## src/rtl/decode_pkg.sv

```systemverilog
// Shared opcode map, ALU encodings and the decoded-instruction bundle for the decode stage.
// Bundle field widths are fixed here; the stage's width parameters must keep their defaults.
package decode_pkg;

  localparam int OPC_BITS = 6;
  localparam int RA_BITS  = 5;
  localparam int MA_BITS  = 8;
  localparam int IMM_BITS = 16;
  localparam int ALU_BITS = 4;

  localparam logic [OPC_BITS-1:0] OPC_LDI       = 6'h00;
  localparam logic [OPC_BITS-1:0] OPC_MOV       = 6'h01;
  localparam logic [OPC_BITS-1:0] OPC_LD        = 6'h02;
  localparam logic [OPC_BITS-1:0] OPC_ST        = 6'h03;
  localparam logic [OPC_BITS-1:0] OPC_ALU_FIRST = 6'h04;
  localparam logic [OPC_BITS-1:0] OPC_ALU_LAST  = 6'h11;

  typedef enum logic [ALU_BITS-1:0] {
    ALU_AND  = 4'd0,
    ALU_NAND = 4'd1,
    ALU_OR   = 4'd2,
    ALU_NOR  = 4'd3,
    ALU_XOR  = 4'd4,
    ALU_XNOR = 4'd5,
    ALU_NOT  = 4'd6,
    ALU_SHL  = 4'd7,
    ALU_SHR  = 4'd8
  } alu_op_e;

  typedef struct packed {
    logic [RA_BITS-1:0]  rdst2;
    logic [RA_BITS-1:0]  rdst1;
    logic [RA_BITS-1:0]  rsrc2;
    logic [RA_BITS-1:0]  rsrc1;
    logic [IMM_BITS-1:0] imm;
    logic [MA_BITS-1:0]  maddr;
    logic [ALU_BITS-1:0] alu_op;
    logic                we2;
    logic                we1;
    logic                mem_rd;
    logic                mem_wr;
    logic                use_imm;
    logic                is_alu;
    logic                illegal;
  } bundle_t;

endpackage

```

## src/rtl/instr_field_decode.sv

```systemverilog
// Combinational split of one instruction word into a decoded bundle; unused fields are zero.
// Zero latency, no handshake.
module instr_field_decode import decode_pkg::*; #(
  parameter int INSTR_W = 32,
  parameter int OPC_W   = 6,
  parameter int RA_W    = 5,
  parameter int MA_W    = 8,
  parameter int IMM_W   = 16
) (
  input  logic [INSTR_W-1:0] instr_i,
  output bundle_t            bundle_o
);

  localparam int FLD_TOP = INSTR_W - OPC_W - 1;

  logic [OPC_W-1:0] opc;
  assign opc = instr_i[INSTR_W-1 -: OPC_W];

  always_comb begin
    bundle_o = '0;
    if (opc == OPC_LDI) begin
      bundle_o.rdst2   = instr_i[FLD_TOP -: RA_W];
      bundle_o.imm     = instr_i[IMM_W-1:0];
      bundle_o.we2     = 1'b1;
      bundle_o.use_imm = 1'b1;
    end else if (opc == OPC_MOV) begin
      bundle_o.rdst2 = instr_i[FLD_TOP -: RA_W];
      bundle_o.rsrc2 = instr_i[RA_W-1:0];
      bundle_o.we2   = 1'b1;
    end else if (opc == OPC_LD) begin
      bundle_o.rdst2  = instr_i[FLD_TOP -: RA_W];
      bundle_o.maddr  = instr_i[MA_W-1:0];
      bundle_o.we2    = 1'b1;
      bundle_o.mem_rd = 1'b1;
    end else if (opc == OPC_ST) begin
      bundle_o.maddr  = instr_i[FLD_TOP -: MA_W];
      bundle_o.rsrc2  = instr_i[RA_W-1:0];
      bundle_o.mem_wr = 1'b1;
    end else if (opc >= OPC_ALU_FIRST && opc <= OPC_ALU_LAST) begin
      bundle_o.rdst2  = instr_i[FLD_TOP -: RA_W];
      bundle_o.rdst1  = instr_i[FLD_TOP-RA_W -: RA_W];
      bundle_o.rsrc2  = instr_i[2*RA_W-1 -: RA_W];
      bundle_o.rsrc1  = instr_i[RA_W-1:0];
      bundle_o.we2    = 1'b1;
      bundle_o.we1    = 1'b1;
      bundle_o.is_alu = 1'b1;
      // Modulo-16 subtraction on the low nibble equals opc-4 over the whole ALU range.
      bundle_o.alu_op = opc[ALU_BITS-1:0] - OPC_ALU_FIRST[ALU_BITS-1:0];
    end else begin
      bundle_o.illegal = 1'b1;
    end
  end

endmodule

```

## src/rtl/skid_buffer2.sv

```systemverilog
// Two-entry skid buffer: output register plus one skid slot, one-cycle latency, full throughput.
// in_ready_o is a flop (next state != TWO), so downstream stalls never reach upstream combinationally.
module skid_buffer2 #(
  parameter int W = 8
) (
  input  logic         clk,
  input  logic         rst_n,
  input  logic         flush,
  input  logic         in_valid_i,
  output logic         in_ready_o,
  input  logic [W-1:0] in_data_i,
  output logic         out_valid_o,
  input  logic         out_ready_i,
  output logic [W-1:0] out_data_o
);

  typedef enum logic [1:0] {EMPTY, ONE, TWO} state_e;

  state_e       state_q, state_d;
  logic [W-1:0] out_q;
  logic [W-1:0] skid_q;
  logic         rdy_q;
  logic         acc;
  logic         dlv;

  assign acc = in_valid_i && rdy_q;
  assign dlv = (state_q != EMPTY) && out_ready_i;

  always_comb begin
    state_d = state_q;
    case (state_q)
      EMPTY:   if (acc) state_d = ONE;
      ONE: begin
        if (acc && !dlv)      state_d = TWO;
        else if (!acc && dlv) state_d = EMPTY;
      end
      TWO:     if (dlv) state_d = ONE;
      default: state_d = EMPTY;
    endcase
    if (flush) state_d = EMPTY;
  end

  always_ff @(posedge clk) begin
    if (!rst_n) begin
      state_q <= EMPTY;
      rdy_q   <= 1'b1;
      out_q   <= '0;
      skid_q  <= '0;
    end else begin
      state_q <= state_d;
      rdy_q   <= (state_d != TWO);
      if (flush) begin
        out_q <= '0;
      end else begin
        case (state_q)
          EMPTY: if (acc) out_q <= in_data_i;
          ONE: begin
            if (acc && dlv)       out_q  <= in_data_i;
            else if (acc && !dlv) skid_q <= in_data_i;
          end
          TWO:     if (dlv) out_q <= skid_q;
          default: out_q <= out_q;
        endcase
      end
    end
  end

  assign in_ready_o  = rdy_q;
  assign out_valid_o = (state_q != EMPTY);
  assign out_data_o  = out_q;

endmodule

```

## src/rtl/instr_decode_stage.sv

```systemverilog
// Registered decode stage: decode on accept, one-cycle latency, 2-entry skid buffer toward execute.
// Registered in_ready; tracks illegal deliveries in a sticky flag and a saturating counter.
module instr_decode_stage import decode_pkg::*; #(
  parameter int INSTR_W = 32,
  parameter int OPC_W   = 6,
  parameter int RA_W    = 5,
  parameter int MA_W    = 8,
  parameter int IMM_W   = 16,
  parameter int CNT_W   = 16
) (
  input  logic               clk,
  input  logic               rst_n,
  input  logic               flush,
  input  logic               in_valid,
  output logic               in_ready,
  input  logic [INSTR_W-1:0] in_instr,
  output logic               out_valid,
  input  logic               out_ready,
  output logic [RA_W-1:0]    out_rdst2,
  output logic [RA_W-1:0]    out_rdst1,
  output logic [RA_W-1:0]    out_rsrc2,
  output logic [RA_W-1:0]    out_rsrc1,
  output logic [IMM_W-1:0]   out_imm,
  output logic [MA_W-1:0]    out_maddr,
  output logic [3:0]         out_alu_op,
  output logic               out_we2,
  output logic               out_we1,
  output logic               out_mem_rd,
  output logic               out_mem_wr,
  output logic               out_use_imm,
  output logic               out_is_alu,
  output logic               out_illegal,
  output logic               illegal_seen,
  output logic [CNT_W-1:0]   illegal_cnt
);

  bundle_t          dec_bundle;
  bundle_t          out_bundle;
  logic             ill_beat;
  logic             seen_q, seen_d;
  logic [CNT_W-1:0] cnt_q, cnt_d;

  instr_field_decode #(
    .INSTR_W(INSTR_W),
    .OPC_W  (OPC_W),
    .RA_W   (RA_W),
    .MA_W   (MA_W),
    .IMM_W  (IMM_W)
  ) u_dec (
    .instr_i (in_instr),
    .bundle_o(dec_bundle)
  );

  skid_buffer2 #(
    .W($bits(bundle_t))
  ) u_buf (
    .clk        (clk),
    .rst_n      (rst_n),
    .flush      (flush),
    .in_valid_i (in_valid),
    .in_ready_o (in_ready),
    .in_data_i  (dec_bundle),
    .out_valid_o(out_valid),
    .out_ready_i(out_ready),
    .out_data_o (out_bundle)
  );

  // A delivery coinciding with flush still counts: the beat already left the stage.
  assign ill_beat = out_valid && out_ready && out_bundle.illegal;

  always_comb begin
    seen_d = seen_q | ill_beat;
    cnt_d  = cnt_q;
    if (ill_beat && (cnt_q != {CNT_W{1'b1}})) cnt_d = cnt_q + CNT_W'(1);
  end

  always_ff @(posedge clk) begin
    if (!rst_n) begin
      seen_q <= 1'b0;
      cnt_q  <= '0;
    end else begin
      seen_q <= seen_d;
      cnt_q  <= cnt_d;
    end
  end

  assign out_rdst2    = out_bundle.rdst2;
  assign out_rdst1    = out_bundle.rdst1;
  assign out_rsrc2    = out_bundle.rsrc2;
  assign out_rsrc1    = out_bundle.rsrc1;
  assign out_imm      = out_bundle.imm;
  assign out_maddr    = out_bundle.maddr;
  assign out_alu_op   = out_bundle.alu_op;
  assign out_we2      = out_bundle.we2;
  assign out_we1      = out_bundle.we1;
  assign out_mem_rd   = out_bundle.mem_rd;
  assign out_mem_wr   = out_bundle.mem_wr;
  assign out_use_imm  = out_bundle.use_imm;
  assign out_is_alu   = out_bundle.is_alu;
  assign out_illegal  = out_bundle.illegal;
  assign illegal_seen = seen_q;
  assign illegal_cnt  = cnt_q;

endmodule

```

## config.mk

```make
export PLATFORM = sky130hd
export DESIGN_NAME = instr_decode_stage
export DESIGN_NICKNAME = d
export VERILOG_FILES = /design/src/rtl/decode_pkg.sv /design/src/rtl/instr_field_decode.sv /design/src/rtl/skid_buffer2.sv /design/src/rtl/instr_decode_stage.sv
export SDC_FILE = /design/constraint.sdc
export NUM_CORES = 1
export LEC_CHECK = 0
export ABC_CLOCK_PERIOD_IN_PS = 2300
export BUFFER_PORTS_ARGS = -buffer_cell sky130_fd_sc_hd__buf_2
export CAP_MARGIN = 20
export CORE_MARGIN = 5
export CORE_UTILIZATION = 33
export DETAILED_ROUTE_END_ITERATION = 8
export PLACE_DENSITY = 0.58
export SLEW_MARGIN = 30
export SYNTH_ARGS = -nofsm -noshare
export SYNTH_HDL_FRONTEND = slang
export SYNTH_SLANG_ARGS = --single-unit
```

## constraint.sdc

```tcl
create_clock -name clk -period 2.3 [get_ports clk]
set_clock_uncertainty 0.05 [all_clocks]
set_input_delay 0.46 -clock clk [delete_from_list [all_inputs] [get_ports clk]]
set_output_delay 0.46 -clock clk [all_outputs]
set_load 0.005 [all_outputs]
```

# Word-level counts from Yosys, hierarchy flattened
# Cells that the tools add are included.
[word_totals]
n_memories = 0
word_cells = 87
latch_bits = 0
ramBits = 0
mem_bits_ro = 0
regBits = 130
in_bits = 37
[op_classes]
muxes = 46
shift = 0
n_reduce_logical = 17
n_eq_ne = 10
div = 0
n_mul = 0
add_sub_neg = 2
magnitude_cmp = 2
bitwise = 4
[ops]
columns = ["op", "n"]
rows = [
  ["two-way mux 55 bit", 3],
  ["case mux 55 bit (3 select lines)", 1],
  ["two-way mux 5 bit", 8],
  ["two-way mux 15 bit", 2],
  ["two-way mux 12 bit", 2],
  ["two-way mux 20 bit", 1],
  ["two-way mux 2 bit", 9],
  ["adder 16 x 1 -> 16 bit, second input constant", 1],
  ["two-way mux 16 bit", 1],
  ["two-way mux 8 bit", 2],
  ["!= test 16 bit, second input constant", 1],
  ["equality test 6 x 2 -> 1 bit, second input constant", 2],
  ["two-way mux 6 bit", 2],
  ["two-way mux 1 bit", 10],
  ["two-way mux 10 bit", 1],
  ["logical AND 1 bit", 8],
  ["AND reduction 4 bit", 2],
  ["equality test 6 x 1 -> 1 bit, second input constant", 1],
  [">= comparator 6 x 3 -> 1 bit, second input constant", 1],
  ["<= comparator 6 x 5 -> 1 bit, second input constant", 1],
  ["logical NOT 6 bit", 1],
  ["two-way mux 3 bit", 2],
  ["!= test 2 x 1 -> 1 bit, second input constant", 3],
  ["case mux 2 bit (3 select lines)", 1],
  ["12 further kinds", 15],
]

# Logic depth before layout (Yosys ltp)
# Gate-level depths: netlist of the first run.
[logic_depth]
word_depth = 9
mapped_depth = 8
mapped_depth_nobuf = 7

# Hierarchy
# From an unflattened synthesis of the first run, not the netlist that was laid out.
[hier_totals]
hier_cells = 710
area_unflattened_um2 = 6057.1
[modules_own_cells]
columns = ["module", "area_per_inst_um2", "cells_each", "n_inst"]
rows = [
  ["skid_buffer2", 4575.6, 503, 1],
  ["instr_decode_stage", 894.6, 108, 1],
  ["instr_field_decode", 586.8, 99, 1],
]

# Least setup slack after synthesis of the first run
# OpenSTA, ideal clock, no wires.
[synth_path]
kind = "input to register"
from = "input in_instr[28]"
to = "register u_buf.skid_q[50]"
path_buffers = 1
path_slack_ns = 0.146
setup_ns = 0.128
stages = 8
arrival_ns = 1.977
t_required_ns = 2.122
path_cell_list = "inv_1 -> ha_1 -> nor3b_2 -> nand3_1 -> and2_0 -> clkbuf_1 -> a32oi_1 -> nor2_1"
[synth_between]
elab_chain_cells = 7
[synth_lines]
columns = ["item", "line_no", "rtl"]
rows = [
  ["start: declaration", "instr_decode_stage.sv:16", "input logic [INSTR_W-1:0] in_instr,"],
  [">= comparator 6 x 3 -> 1 bit or <= comparator 6 x 5 -> 1 bit (tied branches)", "instr_field_decode.sv:39", "end else if (opc >= OPC_ALU_FIRST && opc <= OPC_ALU_LAST) begin"],
  ["logical AND 1 bit", "instr_field_decode.sv:39", ""],
  ["two-way mux 20 bit", "instr_field_decode.sv:39", ""],
  ["two-way mux 10 bit", "instr_field_decode.sv:35", "end else if (opc == OPC_ST) begin"],
  ["two-way mux 5 bit", "instr_field_decode.sv:30", "end else if (opc == OPC_LD) begin"],
  ["two-way mux 5 bit", "instr_field_decode.sv:26", "end else if (opc == OPC_MOV) begin"],
  ["two-way mux 5 bit *", "instr_field_decode.sv:21", "if (opc == OPC_LDI) begin"],
  ["end signal: assignment", "skid_buffer2.sv:59", "else if (acc && !dlv) skid_q <= in_data_i;"],
  ["end: declaration", "skid_buffer2.sv:21", "logic [W-1:0] skid_q;"],
]
# Mark *: on every way between the ends. The rest lies on a longest branch, timed or not.
# A chain may end at the register's enable or synchronous reset.

# Final worst setup path of the first run
[layout_path]
from = "register u_buf.state_q[1]"
to = "register u_buf.out_q[38], in the netlist u_buf.out_data_o[38]"
[layout_between]
elab_chain_cells = 5
[layout_lines]
columns = ["item", "line_no", "rtl"]
rows = [
  ["start: declaration", "skid_buffer2.sv:19", "state_e state_q, state_d;"],
  ["start signal: assignment", "skid_buffer2.sv:50", "state_q <= state_d;"],
  ["nonzero test 2 bit", "skid_buffer2.sv:27", "assign dlv = (state_q != EMPTY) && out_ready_i;"],
  ["logical AND 1 bit", "skid_buffer2.sv:27", ""],
  ["logical AND 1 bit", "skid_buffer2.sv:58", "if (acc && dlv) out_q <= in_data_i;"],
  ["!= test 2 x 1 -> 1 bit (no line)", "--", ""],
  ["AND reduction 4 bit (no line)", "--", ""],
  ["end signal: assignment", "skid_buffer2.sv:58", ""],
  ["end signal: assignment", "skid_buffer2.sv:61", "TWO: if (dlv) out_q <= skid_q;"],
  ["end signal: assignment", "skid_buffer2.sv:62", "default: out_q <= out_q;"],
  ["end: declaration", "skid_buffer2.sv:20", "logic [W-1:0] out_q;"],
]
# Several ways; a longest one is shown, not always the timed one.

==> metrics.yaml, run 1 <==
detailed_routing:
  drt_first_pass_iters: 8
  vias: 5242
  ant_nets: 0
  drtIter0Drc: 491
  vias_per_cell: 5.34
  drcViolationCount: 0
  drt-total-wl_um: 16300
  wire_per_inst_um: 16.6
logic_synthesis:
  syn_area_um2: 5420
  ys_ff_latch: 128
  syn_avg_cell_area_um2: 8.29
  syn_inst: 654
  synthTopCellsByCount: "dfxtp_1 (128), a21oi_1 (74), nand2_1 (69), o21ai_0 (64), clkbuf_1 (45)"
  synth_warnings: 0
  yosys-top-cells-area: "dfxtp_1 (47%), a21oi_1 (6.8%), o21ai_0 (5.9%)"
  yosysUniqueCellTypes: 52
  synth-edff-count: 0
  synth.most_common_cell: "dfxtp_1"
  synth_seq_area_share: 0.473
  syn-num-nets: 695
  ys.flop_type: "dfxtp_1"
  async_reset_ff_frac: 0
  synth_top_area_share: 0.473
  synth_area_leader_cell: "dfxtp_1"
finish:
  regArea_um2: 2560
  multi_input_area_um2: 2630
  fin_nets: 793
  fillers: 1590
  final_cells: 981
  insertedDiodeCount: 0
  syn_to_final_growth_pct: 28.9
  layout-drive-gt1-share: 0.242
sta:
  report.final.slew_viol_count: 0
  fin_ws_ns: 0.253
  final-hold-violation-count: 0
  period_minus_slack_ns: 2.05
  setup_viol: 0
  holdWs_ns: 0.233
  rsz0062_at_grt: "false"
  fin_tns_setup_ns: 0
  tightest_slew_ns: 0.718
  maxSlewHeadroom: 0.522
  fmax_mhz: 489
  post-route-period-util: 0.890
clocking:
  ctsResizeCount: 0
  cts_setup_buffers: 0
  cts_sinks: 128
  cts_buffers: 17
  cts_hold_buf: 0
  clk_pin_slew_ns: 0.06
  cts_root_buf: "clkbuf_16"
  cts_max_level: 4
  clk_path_buf_depth: 2
  clock_latency_ns: 0.41
  cts_tree: "yes"
place:
  dp_slack_ns: 0.0461
  io_buffer_count: 110
  dpl.hpwl_um: 11200
  gp_congestion: 0.805
  place_inst: 949
power:
  peakVddDrop_uv: 516
  powerDensity_nw_per_um2: 834
  p_leak_nw: 2.72
  power_mw: 5.83
min_path:
  hold_path.class: "input pin to flop"
worst_setup_path:
  start_kind: "flop"
  arrival_ns: 2.28
  critPathMaxFanout: 64
  worst-setup-path-type: "flop to flop"
  cp_data_required_time_ns: 2.53
  end_kind: "flop"
global_routing:
  grt_pass1_wl_um: 26700
  grt_pass1_vias: 5179
  grt_usage: 0.170
  grt_antenna_before_repair: 0
  grt_max_degree: 65
  overflow: 0
floorplan:
  fp-row-count: 46
  core_um2: 16000
  die_width_um: 138
  dieArea_um2: 19100
  ioPinCount: 111
  start_util: 0.339
  die_y_um: 138
outcome:
  status: "finished, final reports clean"
run:
  cap_violations: 0
[metrics by stage]
| step | area (um^2) | utilization |
|---|---|---|
| floorplan | 5420 | - |
| global placement | 6300 | 0.394 |
| detailed placement | 6300 | 0.394 |
| CTS | 6990 | 0.437 |
| global route | 6990 | 0.437 |
| finish | 6990 | 0.437 |
[layout by cell type, fill, tap and decap left out, types with 8 or more instances in the layout]
cell type and count:
a22o_1 12, a21oi_1 74, nand3_1 43, buf_2 110
a31oi_1 32, nor3_1 20, clkbuf_16 17, buf_4 21
dfxtp_1 128, mux2i_1 10, o21ai_0 64, nor2_1 36
o211ai_1 8, nand4_1 11, a22oi_1 13, nand2_1 69
[final timing paths]
check,startpoint,slack [ns],cells after the start,end
hold reg to reg,u_buf.skid_q[34],0.41,2,u_buf.skid_q[34]
setup reg to reg,u_buf.state_q[1],0.25,6,u_buf.out_data_o[38]
hold / removal,in_instr[28],0.23,2,u_buf.skid_q[9]
setup / recovery,u_buf.state_q[1],0.25,6,u_buf.out_data_o[38]
[layer usage]
metal  routed length (um)  GRT usage  up-vias
li1                     -          -     2571
met1                 7150      0.214     2469
met2                 7590      0.268      177
met3                 1190     0.0593       25
met4                  336     0.0645        0
met5                    0          0        -
[logic make-up (layout without fill, tap and decap cells)]
kind of cell / count (synthesis) / after routing / synth area share
AO/OA/AOI/OAI: 226 / 226 / 0.246
XOR/XNOR: 7 / 7 / 0.0113
flip-flops: 128 / 128 / 0.473
adder cells (fa/ha/maj): 4 / 4 / 0.00923
multiplexers: 10 / 10 / 0.0185
buffers and inverters: 64 / 175 / 0.0487
AND/OR/NAND/NOR: 215 / 215 / 0.193
[sequential cells by signal (all words and copies together) (netlist names)]
register and flops:
u_buf.out_data_o 54, u_buf.in_ready_o 1, illegal_seen 1, u_buf.skid_q 54, u_buf.state_q 2, illegal_cnt 16
[worst max-delay path, stage by stage, from the launching register on]
cell     delay (ns)
dfxtp_1        0.48
nor2b_4        0.20
buf_4          0.58
nor4_4         0.10
buf_4          0.22
a22oi_1        0.16
a21oi_1        0.09
[where the power goes]
part           internal (mW)  switching, mW
Combinational          0.146          0.256
Clock                   2.14          0.999
Sequential              2.26         0.0267
[layout make-up]
type,count,share of cell area
clock inverter,15,0.0379
sequential,128,0.367
tap,216,0.0387
timing repair buffer,136,0.116
inverter,7,0.00376
multi-input combinational,462,0.377
clock buffer,17,0.0609
Note: power is estimated with default switching activity, not from simulation.
==> run 2, diff against run 1 <==
- PLACE_DENSITY: 0.58 -> 0.57
- SYNTH_HIERARCHICAL: not set -> 1
==> run 2 against run 1 <==
Synthesized cell count grew 8.6%. Final area grew 8.8%. Cell count is 8.6% higher. Power shrank 2.9%. Largest cell class unchanged. Die area grew 11%. Critical endpoint is now illegal_cnt[10]. Wire length increased by 1.2%.
==> metrics.yaml, run 2 <==
finish:
  design_area_um2: 7610  # was 6990 um^2
  fin_nets: 864  # was 793
  layout_common_cells: "nand2_1 (141), dfxtp_1 (130), buf_2 (110)"  # was dfxtp_1 (128), buf_2 (110), a21oi_1 (74)
  final_cells: 1065  # was 981
  syn_to_final_growth_pct: 25.6  # was 28.9%
  insertedDiodeCount: 0  # unchanged
  layout-drive-gt1-share: 0.225  # was 0.242
  final_common_cell: "nand2_1"  # was dfxtp_1
clocking:
  cts_buffers: 17  # unchanged
  cts_root_buf: "clkbuf_16"  # unchanged
  cts_max_level: 4  # unchanged
  cts_setup_buffers: 0  # unchanged
  ctsResizeCount: 0  # unchanged
  clock_latency_ns: 0.41  # about the same
  cts_sinks: 130  # was 128
  clk_pin_slew_ns: 0.06  # about the same
  cts_hold_buf: 0  # unchanged
  clk_path_buf_depth: 2  # unchanged
  cts_tree: "yes"  # unchanged
global_routing:
  grt_pass1_wl_um: 27100  # was 26700 um
  grt_usage: 0.156  # was 0.170
  grt_max_degree: 111  # was 65
  grt_antenna_before_repair: 0  # unchanged
  grt_pass1_vias: 5060  # was 5179
  overflow: 0  # unchanged
floorplan:
  die_y_um: 145  # was 138 um
  start_util: 0.336  # was 0.339
  core_um2: 18000  # was 16000 um^2
  die_width_um: 145  # was 138 um
  dieArea_um2: 21200  # was 19100 um^2
  ioPinCount: 111  # unchanged
  fp-row-count: 49  # was 46
sta:
  maxSlewHeadroom: 0.620  # was 0.522
  final-hold-violation-count: 0  # unchanged
  rsz0062_at_grt: "false"  # unchanged
  period_minus_slack_ns: 2.03  # was 2.05 ns
  fin_tns_setup_ns: 0  # unchanged
  holdWs_ns: 0.300  # was 0.233 ns
  tightest_slew_ns: 0.556  # was 0.718 ns
  post-route-period-util: 0.883  # was 0.890
  report.final.slew_viol_count: 0  # unchanged
  setup_viol: 0  # unchanged
  fmax_mhz: 493  # was 489 MHz
logic_synthesis:
  syn_inst: 710  # was 654
  synth_seq_area_share: 0.430  # was 0.473
  ys_ff_latch: 130  # was 128
  syn_area_um2: 6060  # was 5420 um^2
  synth_warnings: 6  # was 0
  async_reset_ff_frac: 0  # unchanged
  yosys-top-cells-area: "dfxtp_1 (43%), mux2i_1 (12%), nand2_1 (8.7%)"  # was dfxtp_1 (47%), a21oi_1 (6.8%), o21ai_0 (5.9%)
  synthTopCellsByCount: "nand2_1 (141), dfxtp_1 (130), mux2i_1 (70), a21oi_1 (67), o21ai_0 (63)"  # was dfxtp_1 (128), a21oi_1 (74), nand2_1 (69), o21ai_0 (64), clkbuf_1 (45)
  ys.flop_type: "dfxtp_1"  # unchanged
  syn_avg_cell_area_um2: 8.53  # was 8.29 um^2
  syn-num-nets: 751  # was 695
  synth-edff-count: 0  # unchanged
  yosysUniqueCellTypes: 48  # was 52
  synth_area_leader_cell: "dfxtp_1"  # unchanged
  synth.most_common_cell: "nand2_1"  # was dfxtp_1
  synth_top_area_share: 0.430  # was 0.473
power:
  combPwrFrac: 0.072  # was 0.069
  powerDensity_nw_per_um2: 744  # was 834 nW/um^2
  swShare: 0.226  # was 0.220
  internal-power_mw: 4.38  # was 4.55 mW
  p_sw_mw: 1.28  # about the same
  p_clk_frac: 0.519  # was 0.538
  peakVddDrop_uv: 503  # was 516 uV
  p_leak_nw: 3.38  # was 2.72 nW
  power_frac_seq: 0.409  # was 0.393
detailed_routing:
  drtIter0Drc: 328  # was 491
  ant_nets: 0  # unchanged
  drt-total-wl_um: 16500  # was 16300 um
  vias_per_cell: 4.94  # was 5.34
  drt_first_pass_iters: 4  # was 8
  vias: 5259  # was 5242
  drcViolationCount: 0  # unchanged
  wire_per_inst_um: 15.4  # was 16.6 um
worst_setup_path:
  reg2regPathDepth: 5  # was 6
  arrival_ns: 2.32  # was 2.28 ns
  start_kind: "flop"  # unchanged
  critPathMaxFanout: 8  # was 64
  worst-setup-path-type: "flop to flop"  # unchanged
  cp_data_required_time_ns: 2.59  # was 2.53 ns
  end_kind: "flop"  # unchanged
place:
  io_buffer_count: 110  # unchanged
  gp_congestion: 0.756  # was 0.805
  dpl.hpwl_um: 11200  # about the same
  place_inst: 1033  # was 949
  placed_cell_area_um2: 6970  # was 6300 um^2
min_path:
  hold_path.class: "input pin to flop"  # unchanged
  hold_depth: 2  # unchanged
run:
  cap_violations: 0  # unchanged
outcome:
  status: "finished, final reports clean"  # unchanged
-- run 2: changes by cell type after synthesis, moves of 11 or more --
cell      delta
clkbuf_1    -28
nand3_1     -29
nor2_1      -16
mux2i_1     +60
a31oi_1     -32
a21boi_1    +50
nand2_1     +72
a22oi_1     -13
a22o_1      -12
nor3_1      -16
and2_1      +30
buf_4       +11
-- run 2: per-layer routing --
layer  up-vias  part of all wire  track usage
met4         0             0.014       0.0476
met5         -                 0            0
met3        18             0.042       0.0358
met2       116              0.45        0.242
li1       2686                 -            -
met1      2439              0.50        0.216
-- run 2: final cells by class --
type	instances	area, um^2
clock buffer	18	429
tap	229	287
fill	1847	10400
inverter	9	33.8
timing repair buffer	143	898
sequential	130	2600
clock inverter	14	213
multi-input combinational	522	3150
-- run 2: worst paths after layout --
check             slack (ns)                to        startpoint
setup / recovery        0.27   illegal_cnt[10]    illegal_cnt[0]
hold / removal          0.30   illegal_cnt[12]             rst_n
setup reg to reg        0.27   illegal_cnt[10]    illegal_cnt[0]
hold reg to reg         0.40  u_buf/skid_q[39]  u_buf/skid_q[39]
-- run 2: metrics by stage --
step                      setup WS, ns  power (mW)  utilization
after CTS                        0.268        5.73        0.422
after global placement         -0.0196        2.78        0.387
after floorplan                  0.312        2.59            -
after detailed placement       -0.0464        2.78        0.387
final                            0.270        5.66        0.422
after global routing             0.114        5.88        0.422
-- run 2: kinds of logic (layout without fill, tap and decap cells) --
| logic type | count (synthesis) | after routing | share of synthesized area |
|---|---|---|---|
| AOI/OAI and AO/OA | 201 | 201 | 0.199 |
| xor gates and xnor gates | 1 | 1 | 0.00145 |
| adders and majority gates | 4 | 4 | 0.00826 |
| buffers and inverters | 58 | 184 | 0.0560 |
| DFF | 130 | 130 | 0.430 |
| muxes | 70 | 70 | 0.116 |
| and+or+nand+nor | 246 | 246 | 0.190 |
-- run 2: power by group through the flow --
stage	clock network, mW	registers, mW	logic [mW]
2_1_floorplan	0	2.37	0.225
3_3_place_gp	0	2.36	0.410
3_5_place_dp	0	2.36	0.411
4_1_cts	3.00	2.32	0.413
5_1_grt	3.11	2.32	0.454
6_report	2.94	2.32	0.407
-- run 2: critical path: stages (launching register included) --
cell and delay, ns:
dfxtp_1 0.45, ha_1 0.23, nand3_1 0.16, or3_1 0.49
or4_1 0.44, a21oi_1 0.14
